$ cat src/rtl/flop_check_pkg.sv
// Shared types and constants for the flipflop response checker.
package flop_check_pkg;

  typedef enum logic [1:0] {
    IDLE  = 2'd0,
    FILL  = 2'd1,
    CHECK = 2'd2,
    HALT  = 2'd3
  } chk_state_e;

  localparam int unsigned MAX_LATENCY = 8;
  // Fill counter only has to reach MAX_LATENCY-1.
  localparam int unsigned FILL_W = $clog2(MAX_LATENCY);

  // One expected-value stage at the default 8-bit width.
  typedef struct packed {
    logic       valid;
    logic [7:0] data;
  } exp_stage_t;

endpackage

$ cat src/rtl/flop_check_delay.sv
// LATENCY-stage valid/data shift register that models the DUV register path.
// flush drops every valid bit in one cycle; data keeps shifting.
module flop_check_delay
  import flop_check_pkg::*;
#(
  parameter int unsigned WIDTH   = 8,
  parameter int unsigned LATENCY = 1
) (
  input  logic             clk,
  input  logic             reset,
  input  logic             flush,
  input  logic             in_valid,
  input  logic [WIDTH-1:0] in_data,
  output logic             out_valid,
  output logic [WIDTH-1:0] out_data
);

  logic [LATENCY-1:0] vld;
  logic [WIDTH-1:0]   dat [LATENCY];

  // Shift valid/data one stage per clock; reset clears everything.
  always_ff @(posedge clk) begin
    if (reset) begin
      vld <= '0;
      for (int i = 0; i < LATENCY; i++) dat[i] <= '0;
    end else begin
      dat[0] <= in_data;
      for (int i = 1; i < LATENCY; i++) dat[i] <= dat[i-1];
      if (flush) begin
        vld <= '0;
      end else begin
        vld[0] <= in_valid;
        for (int i = 1; i < LATENCY; i++) vld[i] <= vld[i-1];
      end
    end
  end

  assign out_valid = vld[LATENCY-1];
  assign out_data  = dat[LATENCY-1];

endmodule

$ cat config.mk
export PLATFORM = sky130hd
export DESIGN_NAME = flop_check_delay
export DESIGN_NICKNAME = d
export VERILOG_FILES = /design/src/rtl/flop_check_pkg.sv /design/src/rtl/flop_check_delay.sv
export SDC_FILE = /design/constraint.sdc
export NUM_CORES = 1
export LEC_CHECK = 0
export ABC_CLOCK_PERIOD_IN_PS = 800
export CORE_AREA = 2 2 39 41
export DETAILED_ROUTE_END_ITERATION = 10
export DIE_AREA = 0 0 41 43
export GPL_ROUTABILITY_DRIVEN = 1
export MAX_ROUTING_LAYER = met4
export PLACE_DENSITY = 0.56
export SLEW_MARGIN = 25
export SYNTH_ARGS = -nofsm -noshare
export SYNTH_HDL_FRONTEND = slang
export SYNTH_SLANG_ARGS = --single-unit
$ cat constraint.sdc
create_clock -name clk -period 0.8 [get_ports clk]
set_input_delay 0.12 -clock clk [delete_from_list [all_inputs] [get_ports clk]]
set_output_delay 0.12 -clock clk [all_outputs]
set_load 0.03 [all_outputs]
==> impl_summary.txt <==
----------------------------------------------------
[Flow run]
  Number of maximum-capacitance violations ... 0

[Status]
  Result of the run ... complete, but fails checks
  Violated checks ... negative setup slack

[STA]
  Unrepaired setup endpoints after global routing ... yes
  Measured slew at the worst slew-check pin ... between 0.1 and 0.15 ns
  Hold Vio Cnt, Final ... 0
  Number of max-slew violations in the final report ... 0
  Total negative slack for setup checks ... -0.09700 ns
  Final hold slack ... 0.4108 ns
  Fmax ... approximately 1200 MHz
  Final critical-path setup slack ... -0.01710 ns
  Worst max-slew margin expressed relative to the limit ... between 90 and 100%
  Period utilisation layout ... 102.1%
  Time the worst path needs with I/O delays and setup ... 0.8171 ns
  Count of endpoints failing setup in the final report ... 9

[Detailed routing]
  Remaining design rule violation count ... 0
  Via count normalized by instance count ... about 3.5
  Post-DR wirelength/cell ... 9.288 um
  Antenna violation net count after detailed routing ... 0
  DRT Pass-1 Iters ... 1
  Aggregate routed wire length ... approximately 550 um
  Iteration-0 DRC Markers ... 0
  Via Count ... approximately 200

[Synth]
  Dominant cell by count in the synthesized netlist ... sky130_fd_sc_hd__dfxtp_1
  Count of flip-flops with a built-in enable after synthesis ... 0
  Fraction of post-synthesis cell area in the top cell type by area ... between 70% and 80%
  Fraction of the mapped netlist area in compound gates ... 0%
  Adder-cell share of the synthesized area ... 0%
  Synthesized-area fraction occupied by and/or/nand/nor cells ... approximately a quarter
  Average cell area after synthesis ... between 10 and 15 um^2
  Count of distinct cell types in the synthesized netlist ... 3
  #FFs+latches synth ... 9
  Synthesized-area fraction occupied by xor and xnor cells ... 0%
  Synthesized cell area ... roughly 240 um^2
  Proportion of synthesized chip area in sequential cells ... 74.23%
  Multiplexer share of the synthesized area ... 0%
  Dominant register cell in the synthesized netlist ... sky130_fd_sc_hd__dfxtp_1
  Nets in the synthesized netlist ... 30
  Most area-consuming cells after synthesis ... sky130_fd_sc_hd__dfxtp_1, sky130_fd_sc_hd__nor2b_1, sky130_fd_sc_hd__nor3b_2
  Library cell with the largest summed area after synthesis ... sky130_fd_sc_hd__dfxtp_1
  Post-synthesis async set-or-reset flop share ... 0%
  Commonest cells post-synth ... sky130_fd_sc_hd__dfxtp_1, sky130_fd_sc_hd__nor2b_1, sky130_fd_sc_hd__nor3b_2
  Yosys synthesis warning count ... 0
  Dominant combinational cell family by area after synthesis ... simple AND/OR/NAND/NOR gates
  Cell count after synthesis ... 18

[Finish]
  Area of the multi-input gates ... 62.56 um^2
  Ant diodes ... 0
  Filler cell count in the final layout ... about 140
  Final net count ... 56
  Non-filler cells, final ... a little under 60
  Layout-stage area growth over the synthesis result ... 113.9%
  Total non-filler cell area in the finished layout ... 519.2 um^2
  Share of cells above drive strength 1 ... a little over half
  Post-Route Utilization ... 37.52%
  FF+latch area ... 191.4 um^2

[Die]
  Number of top-level pins ... 21
  Starting utilization of the core area ... 17.54%
  Total die area ... approximately 1800 um^2
  Die height ... between 40 and 50 um
  Overall die width ... ~41 um
  Num rows ... 14
  Core Region ... ~1400 um^2

[Setup path]
  Critical Setup Path Class ... reg -> out
  Cells along the critical path ... buf_6
  Maximum single-stage delay on the critical path ... 0.33 ns
  Combined buffer and inverter count along the critical path ... 1
  Arrival time worst endpoint ... 0.70 ns
  Crit path max-delay cell type ... sky130_fd_sc_hd__dfxtp_2
  Required time reported for the critical path endpoint ... 0.68 ns
  Startpoint Class ... flip-flop
  Critical path's top delay family ... flip-flops
  Critical path capture point type ... primary output
  Largest fanout on the critical path ... 1

[Placed design]
  Total cell area at the placement stage ... 447.9 um^2
  Number of placed instances, taps included ... between 50 and 60
  Worst setup slack after placement ... -0.1085 ns
  Routability Congestion ... 0.6113
  # port buffers ... 20

[Clock network]
  Cts bufs inserted ... 3
  Sinks on the clock net ... 9
  Number of hold-repair buffers added at the cts stage ... 0
  Total setup buffers inserted after CTS ... 0
  CTS tree ... yes
  H-tree depth ... 1
  Clock transition at path regs ... ~0.060 ns
  CTS Root Buffer Type ... sky130_fd_sc_hd__clkbuf_4
  Number of buffers between clock root and the deepest sink ... 2

[Power and ir drop]
  Relative contribution of combinational cells to total power ... around 18%
  Total power density per cell area ... roughly 1900 nW/um^2
  Internal power ... slightly below 0.8 mW
  Clock network fraction of design power ... between 30% and 40%
  Maximum ir drop on the vdd rail ... 637.7 uV
  Power after layout ... ~0.99 mW
  Sequential share of power ... 48.9%
  Sw Share ... between 20% and 30%
  P_leak ... about 0.22 nW
  Net load switching power ... between 0.2 and 0.25 mW

[GRT]
  Maximum number of pins on one net before global-route repair ... 10
  Top Usage Layer GRT ... met2
  Final global-route overflow total ... 0
  Global-route usage over all layers ... under 10%
  Number of antenna violations at the first check in global routing ... 0
  Via count of the first global-routing pass ... 190
  Met2 layer usage reported by global route ... ~8.8%
  Global-route wire length before repair ... roughly 800 um
  Met3 routing resource usage after global routing ... roughly 3.7%
  Global-route track usage on met1 ... between 8 and 9%

[Worst hold path]
  Type of the worst min-delay path ... in -> reg

----------------------------------------------------
-- cell families (layout without fill, tap and decap cells) --
| kind of cell | count (synthesis) | in the layout |
|---|---|---|
| and+or+nand+nor | 9 | 9 |
| buffers and inverters | 0 | 25 |
| DFF | 9 | 9 |
-- repair_timing --
item	CTS	global route
gates resized for setup	18	0
cloned	0	0
setup endpoints to repair	9	9
-- registers in the layout (all words and copies together), names as in the netlist --
signal     count
out_valid      1
dat            8
-- metal layers --
| metal | wire, um | share of wire [%] |
|---|---|---|
| met5 | 0 | 0 |
| met4 | 0 | 0 |
| met2 | 240 | 44 |
| met1 | 231 | 42 |
| met3 | 77 | 14 |
-- area by class of cell --
type                    instances  share of cell area (%)
well taps                      16                   3.855
multi-input cells               9                   12.05
repair buffers                 21                   42.17
clock buffers                   4                   5.060
flip-flops and latches          9                   36.87
-- power by group through the flow --
stage / clock network, mW / registers (mW) / logic, mW
after floorplan: 0 / 0.536 / 0.0157
after global placement: 0 / 0.488 / 0.164
after detailed placement: 0 / 0.488 / 0.164
after CTS: 0.352 / 0.487 / 0.179
after global routing: 0.383 / 0.488 / 0.188
final: 0.331 / 0.487 / 0.177
-- final timing paths --
kind        from           to  slack (ns)  cells after the start
max    dat[0][1]  out_data[1]       -0.02                      1
min   in_data[2]    dat[0][2]        0.41                      2
-- cells in the final DEF, fill, tap and decap left out --
cell                               n
sky130_fd_sc_hd__buf_4             1
sky130_fd_sc_hd__buf_6             9
sky130_fd_sc_hd__clkbuf_1          1
sky130_fd_sc_hd__clkbuf_4          3
sky130_fd_sc_hd__clkdlybuf4s50_1  11
sky130_fd_sc_hd__dfxtp_2           9
sky130_fd_sc_hd__nor2b_1           8
sky130_fd_sc_hd__nor3b_2           1
Note: power is estimated with default switching activity, not from simulation.
